[config.mk]
export PLATFORM = sky130hd
export DESIGN_NAME = cp0_unit
export DESIGN_NICKNAME = d
export VERILOG_FILES = /design/src/rtl/cp0_unit_pkg.sv /design/src/rtl/cp0_arbiter.sv /design/src/rtl/cp0_unit.sv
export SDC_FILE = /design/constraint.sdc
export NUM_CORES = 1
export LEC_CHECK = 0
export ABC_CLOCK_PERIOD_IN_PS = 2300
export CORE_MARGIN = 2
export CORE_UTILIZATION = 42
export DETAILED_ROUTE_END_ITERATION = 8
export PLACE_DENSITY_LB_ADDON = 0.05
export SYNTH_ARGS = -nofsm -noshare
export SYNTH_HDL_FRONTEND = slang
export SYNTH_SLANG_ARGS = --single-unit
export TNS_END_PERCENT = 5
[constraint.sdc]
create_clock -name clk -period 2.3 [get_ports clk]
set_input_delay 0.46 -clock clk [delete_from_list [all_inputs] [get_ports clk]]
set_output_delay 0.46 -clock clk [all_outputs]
set_load 0.1 [all_outputs]
[src/rtl/cp0_unit_pkg.sv]
// Shared CP0 definitions: register numbers, exception codes and SR/Cause field positions.
package cp0_unit_pkg;

  typedef logic [4:0] exc_code_t;

  localparam logic [4:0] CP0_SR    = 5'd12;
  localparam logic [4:0] CP0_CAUSE = 5'd13;
  localparam logic [4:0] CP0_EPC   = 5'd14;
  localparam logic [4:0] CP0_PRID  = 5'd15;

  localparam exc_code_t EXC_NONE = 5'd0;
  localparam exc_code_t EXC_ADEL = 5'd4;
  localparam exc_code_t EXC_ADES = 5'd5;
  localparam exc_code_t EXC_RI   = 5'd10;
  localparam exc_code_t EXC_OV   = 5'd12;

  localparam int SR_IE         = 0;
  localparam int SR_EXL        = 1;
  localparam int SR_IM_LSB     = 10;
  localparam int CAUSE_EXC_LSB = 2;
  localparam int CAUSE_IP_LSB  = 10;
  localparam int CAUSE_BD      = 31;

endpackage

[src/rtl/cp0_arbiter.sv]
// Combinational exception arbitration: interrupt vs. M-stage exception, new ExcCode/BD and EPC value.
// Zero latency; no backpressure (pure function of current inputs and CP0 state).
module cp0_arbiter
  import cp0_unit_pkg::*;
#(
  parameter int HWINT_W = 6
) (
  input  logic               i_ie,
  input  logic               i_exl,
  input  logic [HWINT_W-1:0] i_im,
  input  logic [HWINT_W-1:0] i_hwint,
  input  logic               i_valid_m,
  input  exc_code_t          i_exc_code_m,
  input  logic               i_bd_m,
  input  logic [31:0]        i_pc_m,
  input  logic [31:0]        i_pc_e,
  output logic               o_exception,
  output exc_code_t          o_exc_code,
  output logic               o_bd,
  output logic [31:0]        o_epc
);

  logic        w_int_req;
  logic        w_exc_req;
  logic [31:0] w_src;
  logic [31:0] w_epc_raw;

  assign w_int_req   = i_ie & ~i_exl & (|(i_hwint & i_im));
  assign w_exc_req   = i_valid_m & (i_exc_code_m != EXC_NONE) & ~i_exl;
  assign o_exception = w_int_req | w_exc_req;
  assign o_exc_code  = w_int_req ? EXC_NONE : i_exc_code_m;
  assign o_bd        = i_valid_m & i_bd_m;

  // A bubble in M has no PC of its own, so restart from the instruction in E.
  assign w_src     = i_valid_m ? i_pc_m : i_pc_e;
  assign w_epc_raw = w_src - (o_bd ? 32'd4 : 32'd0);
  assign o_epc     = w_epc_raw & ~32'h3;

endmodule

[src/rtl/cp0_unit.sv]
// Coprocessor 0: SR/Cause/EPC/PRId registers, mtc0/mfc0/eret handling, exception entry at M-stage retire.
// Exception and c0out are combinational; register updates land on the retiring clock edge.
module cp0_unit
  import cp0_unit_pkg::*;
#(
  parameter logic [31:0] PRID    = 32'h2017_0001,
  parameter int          HWINT_W = 6,
  parameter logic [31:0] EPC_RST = 32'h0000_0000
) (
  input  logic               clk,
  input  logic               reset,
  input  logic [4:0]         A1,
  input  logic [4:0]         A2,
  input  logic [31:0]        DIN,
  input  logic               We,
  input  logic               EXLClr,
  input  logic               valid_M,
  input  logic [31:0]        PC_M,
  input  logic [31:0]        PC_E,
  input  logic               BD_M,
  input  logic [4:0]         ExcCode_M,
  input  logic [HWINT_W-1:0] HWInt,
  output logic               Exception,
  output logic [31:0]        EPC,
  output logic [31:0]        c0out
);

  logic [HWINT_W-1:0] r_im;
  logic               r_exl;
  logic               r_ie;
  logic               r_bd;
  logic [HWINT_W-1:0] r_ip;
  exc_code_t          r_exc_code;
  logic [31:0]        r_epc;

  logic               w_exception;
  exc_code_t          w_exc_code;
  logic               w_bd;
  logic [31:0]        w_epc;
  logic [31:0]        w_sr;
  logic [31:0]        w_cause;

  cp0_arbiter #(.HWINT_W(HWINT_W)) u_arbiter (
    .i_ie         (r_ie),
    .i_exl        (r_exl),
    .i_im         (r_im),
    .i_hwint      (HWInt),
    .i_valid_m    (valid_M),
    .i_exc_code_m (ExcCode_M),
    .i_bd_m       (BD_M),
    .i_pc_m       (PC_M),
    .i_pc_e       (PC_E),
    .o_exception  (w_exception),
    .o_exc_code   (w_exc_code),
    .o_bd         (w_bd),
    .o_epc        (w_epc)
  );

  always_ff @(posedge clk or negedge reset) begin
    if (!reset) begin
      r_im       <= '0;
      r_exl      <= 1'b0;
      r_ie       <= 1'b0;
      r_bd       <= 1'b0;
      r_ip       <= '0;
      r_exc_code <= EXC_NONE;
      r_epc      <= EPC_RST;
    end else begin
      r_ip <= HWInt;
      if (w_exception) begin
        // Taking the exception squashes any mtc0/eret retiring in the same cycle.
        r_exl      <= 1'b1;
        r_exc_code <= w_exc_code;
        r_bd       <= w_bd;
        r_epc      <= w_epc;
      end else begin
        if (We) begin
          case (A2)
            CP0_SR: begin
              r_im  <= DIN[SR_IM_LSB +: HWINT_W];
              r_exl <= DIN[SR_EXL];
              r_ie  <= DIN[SR_IE];
            end
            CP0_EPC: r_epc <= DIN & ~32'h3;
            default: ;
          endcase
        end
        if (EXLClr) r_exl <= 1'b0;
      end
    end
  end

  always_comb begin
    w_sr                             = '0;
    w_sr[SR_IM_LSB +: HWINT_W]       = r_im;
    w_sr[SR_EXL]                     = r_exl;
    w_sr[SR_IE]                      = r_ie;
    w_cause                          = '0;
    w_cause[CAUSE_BD]                = r_bd;
    w_cause[CAUSE_IP_LSB +: HWINT_W] = r_ip;
    w_cause[CAUSE_EXC_LSB +: 5]      = r_exc_code;
    c0out                            = '0;
    case (A1)
      CP0_SR:    c0out = w_sr;
      CP0_CAUSE: c0out = w_cause;
      CP0_EPC:   c0out = r_epc;
      CP0_PRID:  c0out = PRID;
      default:   c0out = '0;
    endcase
  end

  assign Exception = w_exception;
  assign EPC       = r_epc;

endmodule

* Word-level counts from Yosys, hierarchy flattened
Index checks and enable logic that the tools add are counted. W data, S select, Z words.
Storage, ports and cells: register bits after elaboration 52, bits in latches 0, RAM bits 0, bits in read-only memories 0, bits of input ports 123, output and inout port bits 65, word-level logic and storage cells 43, memories kept 0
Cells by class: add/subtract/negate cells 1, multipliers 0, divide/modulo/power cells 0, $lt $le $gt $ge 0, equality and inequality tests 6, shift-type cells 0, mux-type cells 11, bitwise gates (word level) 9, reduce and logical (&&, ||, !) cells 9
Operator list (count):
- $mux W32 | 4
- $pmux W32 S4 | 1
- $sub A32 B32 Y32 | 1
- $eq A5 B4 Y1 const B | 6
- $and A6 B6 Y6 | 1
- $reduce_bool A3 Y1 | 2
- $reduce_or A6 Y1 | 1
- $and A1 B1 Y1 | 5
- $mux W5 | 1
- $reduce_bool A5 Y1 | 1
- $mux W1 | 4
- $reduce_and A2 Y1 | 2
- $reduce_bool A2 Y1 | 2
- $mux W3 | 1
- $reduce_and A3 Y1 | 1
- $not A1 Y1 | 2
- $or A1 B1 Y1 | 1

* Logic depth before layout (Yosys ltp)
depth after elaboration 6, gate-level depth with buffers 13, depth with buffers taken out 7

* Cells and area by module
From an unflattened synthesis, not the netlist that was laid out.
Second synthesis, totals: cell total of the unflattened synthesis 469, area total of the unflattened synthesis 4214.0 sq um
By module, submodules not included:
- cp0_unit | instances 1, cells an instance 274, area each 2746.4 sq um, seq. area each 1301.2 sq um
- cp0_arbiter | instances 1, cells an instance 195, area each 1467.7 sq um, seq. area each 0.0 sq um

* Worst setup path after synthesis
No wires, ideal clock.
kind input-to-output, start point input A1[0], end point output c0out[0], arrival time 2.638 ns, data required time 1.840 ns, setup slack -0.798 ns, stages on the path 4, buffers on the path 2, cells stage by stage clkbuf_1 -> buf_1 -> nand2_1 -> a21oi_1
On the way: longest elaborated chain between the ends 2, elaborated cells on any way between the ends 5, classes of those cells eq/ne (4); mux (1)
Ends and longest elaborated chain:
- start, declared | line cp0_unit.sv:12 | input logic [4:0] A1,
- $eq A5 B4 Y1 | line cp0_unit.sv:103 | case (A1)
- $pmux W32 S4 * | line cp0_unit.sv:103
- end, declared | line cp0_unit.sv:25 | output logic [31:0] c0out
Every way passes the cells marked *; elsewhere a longest branch is shown, timed or not.

* Worst setup path after layout
start point input HWInt[0], end point output Exception
On the way: longest elaborated chain between the ends 4
Ends and longest elaborated chain:
- start, declared | line cp0_unit.sv:22 | input logic [HWINT_W-1:0] HWInt,
- $and A6 B6 Y6 | line cp0_arbiter.sv:28 | assign w_int_req = i_ie & ~i_exl & (|(i_hwint & i_im));
- $reduce_or A6 Y1 | line cp0_arbiter.sv:28
- $and A1 B1 Y1 | line cp0_arbiter.sv:28
- $or A1 B1 Y1 | line cp0_arbiter.sv:30 | assign o_exception = w_int_req | w_exc_req;
- end, declared | line cp0_unit.sv:23 | output logic Exception,
No other way between the ends.

==> metrics.csv <==
metric;value;unit
Pwr Density;816;nW/um^2
first-pass detailed-route iteration total;4;
Max Cap Viol;0;
switching share of power;55.7;%
Detailed Route Iter0 Violations;116;
vias per cell;5.41;
Hold Fails Final Rpt;0;
CP startpoint kind;primary input;
M1 WL;5710;um
flop-to-flop setup slack;260;ps
Pwr Total;0.00577;W
Crit Reg-Reg Endpoint;r_im[1]$_DFFE_PN0P_;
Num CTS Buffers;5;
EDFF count, synth;0;
P_int;0.00255;W
Initial Util;42.8;%
dpl hpwl;10800;um
Netlist cell types;61;
mux contribution to synthesized area;19.7;%
XOR/XNOR Fraction of Synth Area;2.68;%
synth-to-layout area growth;80.3;%
Yosys top cell by area;dfrtp_1;
share of total power in the clock network;8.8;%
FFs w/ async S/R, synth;100;%
vias in the first global route;4188;
Non-Filler Instances;795;
FP Rows;35;
yosys warns;0;
Flop pwr share;25.7;%
antenna violations before repair;0;
Main synth FF type;dfrtp_1;
I/O pin count;188;
Max VDD drop;0.554;mV
Max Buffers Root-to-Sink;2;
worst skew pair latency;300;ps
worst slew pin tran;636;ps
WL met2;6700;um
Max Used Layer;met4;
routability cong.;0.877;
worst setup path category;primary input to primary output;
share of cells above drive strength 1;40.4;%
grt ovf;0;
die span in y;101;um
Mapped Avg Cell Area;9.12;um^2
Inserted Diodes;0;
Hold Buf Count CTS;0;
Comb pwr share;65.5;%
Max Freq;438;MHz
share of the synthesized area in the top cell type;31.9;%
routed wl met3;585;um
Worst Path Max Fanout;2;
area of the multi-input gates;2750;um^2
FF+latch area;1250;um^2
complex-gate fraction of the synthesized area;15.5;%
CTS tree;done;
status;finished, final reports clean;
WL/cell;16.6;um
flops & latches, synth;50;
Port Buffers;181;
Layout Nets;810;
WL final;13200;um
Leak;3.16;nW
Synth Instances;430;
first-pass GRT wire length;20600;um
root cell of the clock tree;clkbuf_8;
Post-DRT Antenna Nets;0;
minimum clock period;2280;ps
endpoints failing setup;0;
Reg-to-Reg Start;r_im[1]$_DFFE_PN0P_;
period utilization;99.3;%
via count;4300;
Pins Over Slew Limit;0;
Simple-Gate Fraction of Synth Area;24.5;%
Sw Pwr;0.00322;W
fillcell total;664;
Seq/Total Area, Yosys;31.9;%
GR Util All Layers;25.4;%
final clock skew;7.09;ps
Hold Slack;265;ps
main combinational cell family by area after synthesis;simple AND/OR/NAND/NOR gates;
core footprint;9150;um^2
die width;101;um
placed cells;782;
worst min path class;primary input to async pin;
Critical Path RT;1840;ps
clk slew on worst S/H paths;80;ps
pin count of the biggest net entering global routing;51;
top post-synthesis cells by area;dfrtp_1, mux2i_1, mux2_2, nor2_1, nand2_1;
H-tree Lvls;2;
cell count of the worst reg-to-reg path;7;
die area;10100;um^2
Arr. time, crit path;1820;ps
CTS sink cnt;50;
RSZ-0062 raised after global routing;true;
Adder-Cell Fraction of Synth Area;0.638;%
Mapped Area;3920;um^2
Slew HR;57.6;%
Critical Path End Type;primary output;
DRC violations left;0;
power groups by stage:
stage / Combinational [W] / Clock, W / Sequential, W
5_1_grt: 0.00394 / 0.000545 / 0.00152
3_3_place_gp: 0.00370 / 0 / 0.00147
3_5_place_dp: 0.00374 / 0 / 0.00148
6_report: 0.00378 / 0.000506 / 0.00148
2_1_floorplan: 0.00100 / 0 / 0.00311
4_1_cts: 0.00378 / 0.000515 / 0.00147
Yosys cell counts (5+ instances only):
master and n:
a21oi_1 12, a22oi_1 7, and2_1 17, and3_1 5, and4_1 5, buf_2 9, buf_4 6, clkbuf_1 7
dfrtp_1 50, inv_1 5, mux2_2 33, mux2i_1 40, nand2_1 36, nor2_1 52, nor3_1 12, nor3b_1 5
nor4_1 8, nor4b_1 5, o21ai_0 22, xor2_1 11
cell usage in the layout (no fill, tap or decap), types with 6 or more instances in the layout:
cell type / synthesis / final
o21ai_0: 22 / 22
dfrtp_1: 50 / 50
mux2_2: 33 / 33
nor4_1: 8 / 7
dlygate4sd2_1: 0 / 10
clkbuf_8: 0 / 6
clkdlybuf4s50_1: 0 / 104
a21oi_1: 12 / 7
nor2_1: 52 / 34
nor3_1: 12 / 12
buf_4: 6 / 116
a22oi_1: 7 / 7
xor2_1: 11 / 10
nor2_4: 0 / 13
mux2i_1: 40 / 40
nand2_1: 36 / 34
buf_12: 0 / 36
and2_4: 0 / 11
critical path, cell delays in order:
cell and delay [ps]:
clkdlybuf4s50_1 420, a22o_1 250, o31ai_4 260, a21o_2 220, inv_4 50, buf_12 160
routing by layer:
layer	vias up	track usage, %
met5	-	0
met3	15	2.57
met2	146	44.5
li1	2092	-
met1	2047	33.9
met4	0	6.01
how the worst max path moves through the flow:
stage                     cells past startpoint                  end    startpoint  slack (ps)
after floorplan                              13  EPC[25]$_DFFE_PN0P_       valid_M        -280
after global placement                        9  EPC[31]$_DFFE_PN0P_       valid_M        -260
after detailed placement                      7  r_im[0]$_DFFE_PN0P_  ExcCode_M[3]        -300
after CTS                                     8            c0out[15]         A1[0]         -30
after global routing                          9  EPC[15]$_DFFE_PN0P_          BD_M         -90
final                                         6            Exception      HWInt[0]          20
timing repair:
action,in CTS,in global routing
pin swaps,10,5
setup endpoints to repair,25,26
resized for setup,41,9
gates cloned,1,1
setup buffers,2,3
per-stage QoR:
step	util [%]	setup TNS (ps)	cell area [um^2]	setup WS, ps
6_report	77.2	0	7070	16.0
5_1_grt	77.2	-359	7070	-86.3
4_1_cts	76.4	-169	6990	-34.0
3_5_place_dp	74.5	-10390	6820	-301
3_3_place_gp	74.5	-8120	6820	-260
2_1_floorplan	-	-6860	4130	-285
logic make-up (layout without fill, tap and decap cells):
logic type | Yosys count | after routing
compound gates | 85 | 85
xor+xnor | 12 | 12
buf+inv | 35 | 288
fa+ha+maj | 2 | 2
mux | 73 | 73
other cells | 1 | 2
simple gates | 172 | 172
flops | 50 | 50
flip-flops by register name, summed over array words and instances, names as in the netlist:
register / flops
EPC: 30
r_im: 6
r_ip: 6
r_exc_code: 5
r_bd: 1
r_exl: 1
r_ie: 1
area by class of cell:
cell class | count | area share [%]
timing repair buffer | 276 | 39.9
inverter | 6 | 0.354
clock buffer | 6 | 1.17
tap | 111 | 1.97
sequential | 50 | 17.7
multi-input combinational | 346 | 39.0
Note: power is estimated with default switching activity, not from simulation.
